[src/rtl/fifo_stream_reader.sv]
// Drain stage for the synchronous FIFO: issues reads against empty, buffers two words
// and presents them as a framed valid/ready stream. Define FIFO_RD_STATS_EN to add word_count.
module fifo_stream_reader #(
  parameter int FIFO_WIDTH = 16,
  parameter int PKT_LEN    = 4
) (
  input  logic                  clk,
  input  logic                  rst_n,
  input  logic                  fifo_empty,
  input  logic [FIFO_WIDTH-1:0] fifo_data_out,
  input  logic                  fifo_underflow,
  output logic                  fifo_rd_en,
  output logic                  m_valid,
  output logic [FIFO_WIDTH-1:0] m_data,
  output logic                  m_last,
  input  logic                  m_ready,
  output logic                  rdr_err
`ifdef FIFO_RD_STATS_EN
  ,
  output logic [31:0]           word_count
`endif
);

  localparam int BW = (PKT_LEN > 1) ? $clog2(PKT_LEN) : 1;
  localparam logic [BW-1:0] LAST_BEAT = BW'(PKT_LEN - 1);

  logic [1:0]            occ;
  logic                  inflight;
  logic [BW-1:0]         beat;
  logic [FIFO_WIDTH-1:0] slot0;
  logic [FIFO_WIDTH-1:0] slot1;

  logic                  pop;
  logic [2:0]            fill;
  logic [2:0]            occ_next;
  logic [1:0]            occ_after_pop;

  assign m_valid       = (occ != 2'd0);
  assign pop           = m_valid && m_ready;
  assign m_data        = slot0;
  assign m_last        = m_valid && (beat == LAST_BEAT);

  assign fill          = {1'b0, occ} + {2'b00, inflight};
  assign occ_next      = fill - {2'b00, pop};
  assign occ_after_pop = occ - {1'b0, pop};

  // Words already buffered or in flight, less the one leaving now, must leave room.
  assign fifo_rd_en    = rst_n && !fifo_empty && (fill < (3'd2 + {2'b00, pop}));

  always_ff @(posedge clk) begin
    if (!rst_n) begin
      occ      <= 2'd0;
      inflight <= 1'b0;
      beat     <= '0;
      slot0    <= '0;
      slot1    <= '0;
      rdr_err  <= 1'b0;
    end else begin
      occ      <= occ_next[1:0];
      inflight <= fifo_rd_en;
      if (fifo_underflow)
        rdr_err <= 1'b1;
      if (pop) begin
        slot0 <= slot1;
        beat  <= (beat == LAST_BEAT) ? '0 : beat + BW'(1);
      end
      // Capture lands after the shift, so a same-cycle pop frees slot0 for the new word.
      if (inflight) begin
        if (occ_after_pop == 2'd0)
          slot0 <= fifo_data_out;
        else
          slot1 <= fifo_data_out;
      end
    end
  end

`ifdef FIFO_RD_STATS_EN
  always_ff @(posedge clk) begin
    if (!rst_n)
      word_count <= 32'd0;
    else if (pop)
      word_count <= word_count + 32'd1;
  end
`endif

endmodule

[config.mk]
export PLATFORM = sky130hd
export DESIGN_NAME = fifo_stream_reader
export DESIGN_NICKNAME = d
export VERILOG_FILES = /design/src/rtl/fifo_stream_reader.sv
export SDC_FILE = /design/constraint.sdc
export NUM_CORES = 1
export LEC_CHECK = 0
export CAP_MARGIN = 20
export CORE_ASPECT_RATIO = 1.25
export CORE_MARGIN = 8
export CORE_UTILIZATION = 44
export DETAILED_ROUTE_END_ITERATION = 8
export GPL_ROUTABILITY_DRIVEN = 0
export PLACE_DENSITY = 0.82
export SKIP_LAST_GASP = 1
export SLEW_MARGIN = 20
export SYNTH_ARGS = -nofsm -noshare
export SYNTH_HDL_FRONTEND = slang
export SYNTH_SLANG_ARGS = --single-unit
[constraint.sdc]
create_clock -name clk -period 1.77 [get_ports clk]
set_input_delay 0.354 -clock clk [delete_from_list [all_inputs] [get_ports clk]]
set_output_delay 0.354 -clock clk [all_outputs]
set_load 0.01 [all_outputs]
# Word level (Yosys, flattened, before mapping)
# Index checks and enable logic that the tools add are counted.
[word_totals]
in_bits = 21
reg_bits = 38
elab_cells = 26
output_inout_bits = 20
[op_classes]
n_lt_le_gt_ge = 1
n_bitwise = 1
mux = 4
n_eq_ne = 1
n_reduce_logical = 8
n_addsub = 5
[op_table]
columns = ["cell", "count"]
rows = [
  ["two-way mux 16 bit", 3],
  ["logical AND 1 bit", 4],
  ["subtractor 2 x 1 -> 2 bit", 2],
  ["adder 2 x 1 -> 3 bit", 1],
  ["adder 2 x 1 -> 3 bit (first input constant)", 1],
  ["< comparator 3 bit", 1],
  ["adder 2 x 1 -> 2 bit (second input constant)", 1],
  ["equality test 2 bit (second input constant)", 1],
  ["zero test 2 bit", 1],
  ["two-way mux 2 bit", 1],
  ["AND reduction 2 bit", 1],
  ["nonzero test 2 bit", 1],
  ["zero test 1 bit", 1],
  ["inverter 1 bit", 1],
]

# Longest topological paths before layout
[logic_depth]
ltp_word = 6
mapped_depth = 6
depth_no_buf = 4

# Worst setup path after synthesis
# No wires, ideal clock.
[synth_path]
path_type = "flip-flop to output port"
from = "reg occ[0]"
to = "out fifo_rd_en"
stages_incl_launch_ff = 6
path_buffers = 1
slack_ns = 0.046
arrival_time_ns = 1.370
cell_sequence = "dfxtp_1 o21ai_0 buf_2 nor2_1 fa_1 and3b_1"
[synth_via]
elab_chain_cells = 5
[synth_rtl]
columns = ["item", "line", "text"]
rows = [
  ["from (decl)", "27", "logic [1:0] occ;"],
  ["from (signal assigned)", "59", "occ <= occ_next[1:0];"],
  ["nonzero test 2 bit", "38", "assign m_valid = (occ != 2'd0);"],
  ["logical AND 1 bit", "39", "assign pop = m_valid && m_ready;"],
  ["adder 2 x 1 -> 3 bit", "48", "assign fifo_rd_en = rst_n && !fifo_empty && (fill < (3'd2 + {2'b00, pop}));"],
  ["< comparator 3 bit (*)", "48", ""],
  ["logical AND 1 bit (*)", "48", ""],
  ["to (decl)", "12", "output logic fifo_rd_en,"],
]
# Every way passes the cells marked *; elsewhere a longest branch is shown, timed or not.

# Final worst setup path
# Ends and elaborated chain as after synthesis.

==> impl_metrics.yaml <==
clock_network:
  cts-root-buf: "clkbuf_8"
  cts_made_buffers: 5
  cts.sinks: 38
  h-tree-depth: 2
  cts_tree: "built"
  cts_hold_buf: 0
  worstSkewPairLatency_ns: 0.29
  cts_buffer_depth: 2
  path_clk_slew_ns: 0.07
sta:
  clock.fmax_mhz: 516
  rsz0062_at_grt: "yes"
  slew_viol_final: 0
  finClkSkew_ns: 0.00370
  worstMarginPinSlew_ns: 0.490
  whs_ns: 0.459
  setup_violations: 2
  hold_violations: 0
  setup_ws_ns: -0.168
  fin_crit_sh_pct: 109
  min_period_ns: 1.94
  slew-limit-headroom_pct: 67.4
setup_path:
  cp.arrival_ns: 1.58
  ff2ff_path_depth: 9
  crit_slowest_cell: "dfxtp_2"
  regToRegSetupSlack_ns: -0.03
  path_cells: "ha_4 > nor2_1 > fa_2 > and3b_1 > buf_2"
  r2r_end: "beat[0]$_SDFFE_PN0P_"
  r2r-start: "occ[0]$_SDFF_PN0_"
  end_kind: "output port"
  path_class: "reg2out"
  max_stage_delay_ns: 0.35
  cp_max_fo: 4
  critPathRequiredTime_ns: 1.42
  worst_setup_path_start_kind: "flop"
run_status:
  run_status: "finished with violations"
  violations: "setup timing"
power_and_ir_drop:
  total_power_uw: 3030
  power.switching_uw: 974
  p_sw_share_pct: 32.1
  pwr-share-clk_pct: 23.5
  p_seq_share_pct: 37.0
  power_density_nw_per_um2: 1280
  peakVddDrop_mv: 0.593
  comb_power_share_pct: 39.5
  p_leak_uw: 0.000853
  p_int_uw: 2060
logic_synthesis:
  synthDistinctLibCells: 24
  postSynthAreaPerCell_um2: 9.13
  yosysWarnings: 0
  syn-num-nets: 218
  syn_inst: 194
  ys_ff_latch: 38
  netlist_area_um2: 1770
  yosysSeqAreaShare_pct: 42.9
hold_path:
  hold_depth: 2
  min_to: "slot1[2]$_SDFFE_PN0P_"
  hold_path.class: "reg2reg"
  min_from: "slot1[2]$_SDFFE_PN0P_"
global_routing:
  grt_usage_pct: 13.4
  antenna_found_initial: 0
  grt_pass1_wl_um: 6710
  grt_start_max_net_pins: 55
  grt_pass1_vias: 1546
  overflow: 0
place:
  place_ws_ns: -0.581
  port-buffer-count: 40
  dpl.cell_count: 285
  hpwl_um: 2630
routing:
  drc: 0
  firstDrtPassIters: 4
  routed_wl_um: 3870
  ant_nets: 0
  drt-initial-drc-count: 96
  viasPerCell: 4.96
  num_vias: 1479
  wl_per_cell_um: 13.0
flow_run:
  cap_violations: 0
layout:
  multi_input_area_um2: 891
  fillerInstances: 340
  syn2layout_area_growth_pct: 33.8
  seqCellArea_um2: 763
  n_antenna_cell: 0
  final_common_cell: "nand2_1"
  fin_nets: 265
  instances_no_fill: 298
  drive_gt1_share_pct: 19.0
  layout_common_cells: "67 x nand2_1, 36 x dfxtp_1, 35 x clkdlybuf4s50_1, 17 x buf_4"
  fin_util_pct: 59.7
die:
  io_pins: 41
  die-area_um2: 6330
  rows: 26
  die_y_um: 86.9
  initial_core_util_pct: 44.6
  die_w_um: 72.8
  core_area_um2: 3970
[power groups by stage]
| stage | sequential, µW | combinational (µW) | clock, µW |
|---|---|---|---|
| 6_report | 1120 | 1200 | 714 |
| 3_3_place_gp | 1120 | 1120 | 0 |
| 4_1_cts | 1120 | 1190 | 738 |
| 3_5_place_dp | 1130 | 1140 | 0 |
| 5_1_grt | 1140 | 1310 | 782 |
| 2_1_floorplan | 1170 | 644 | 0 |
[synthesized netlist by cell type]
cell	count	area (µm²)
o31ai_1	16	120
o21ai_0	1	5.00
a31oi_1	6	37.5
inv_1	2	7.51
fa_1	1	20.0
a31oi_2	10	125
mux2i_1	16	160
buf_8	2	30.0
buf_2	6	30.0
a21boi_0	2	15.0
or3_1	1	6.26
nand2b_4	1	13.8
nand2_1	67	251
or2_1	1	6.26
dfxtp_1	38	761
and3b_1	2	17.5
or2_2	1	6.26
nor2_1	1	3.75
and2_1	3	18.8
ha_1	2	25.0
clkbuf_1	6	22.5
buf_6	4	45.0
nor2b_4	1	13.8
o21a_1	4	30.0
[cell families after synthesis]
group / after synthesis / synth area share, %
and+or+nand+nor: 78 / 19.1
AOI/OAI and AO/OA: 39 / 18.8
DFF: 38 / 42.9
buffers and inverters: 20 / 7.63
muxes: 16 / 9.04
adders and majority gates: 3 / 2.54
[worst max path at each step]
stage | startpoint | end | slack, ns | cells after the start
floorplan | occ[0]$_SDFF_PN0_ | fifo_rd_en | 0.05 | 5
global placement | m_ready | fifo_rd_en | -0.56 | 6
detailed placement | m_ready | fifo_rd_en | -0.58 | 6
CTS | occ[0]$_SDFF_PN0_ | fifo_rd_en | -0.18 | 5
global route | occ[0]$_SDFF_PN0_ | fifo_rd_en | -0.22 | 5
finish | occ[0]$_SDFF_PN0_ | fifo_rd_en | -0.17 | 5
[layer usage]
| metal | vias up | global-route usage, % | part of all wire (%) | routed length, µm |
|---|---|---|---|---|
| met1 | 681 | 13.6 | 43 | 1650 |
| met2 | 38 | 23.5 | 50 | 1930 |
| li1 | 754 | - | - | - |
| met3 | 6 | 3.92 | 5.4 | 210 |
| met4 | 0 | 8.03 | 2.0 | 77 |
| met5 | - | 0 | 0 | 0 |
[cell type report]
| class | count | share of cell area [%] |
|---|---|---|
| Clock buffer | 5 | 2.90 |
| Clock inverter | 3 | 1.69 |
| Inverter | 2 | 0.317 |
| Multi-Input combinational cell | 136 | 37.6 |
| Sequential cell | 38 | 32.2 |
| Tap cell | 56 | 2.96 |
| Timing Repair Buffer | 58 | 22.4 |
[registers in the layout, indices dropped and copies added (netlist names)]
signal,flops
m_data,16
beat,2
inflight,1
occ,2
rdr_err,1
slot1,16
[through the flow]
step	cell area, µm²	setup TNS [ns]
2_1_floorplan	1770	0
6_report	2370	-0.202
3_5_place_dp	2220	-0.591
5_1_grt	2370	-0.377
3_3_place_gp	2220	-0.556
4_1_cts	2380	-0.196
[critical path, delay by kind of cell, from the launching register on]
kind	cells	cell delay [ns]
simple gates	2	0.22
flops	1	0.35
buf+inv	1	0.13
fa+ha+maj	2	0.60
[what timing repair did]
action	4_1_cts	5_1_grt
setup endpoints to repair	3	4
buffers inserted	5	0
pin swaps	1	0
resized for setup	13	2
(Power assumes the default switching activity.)
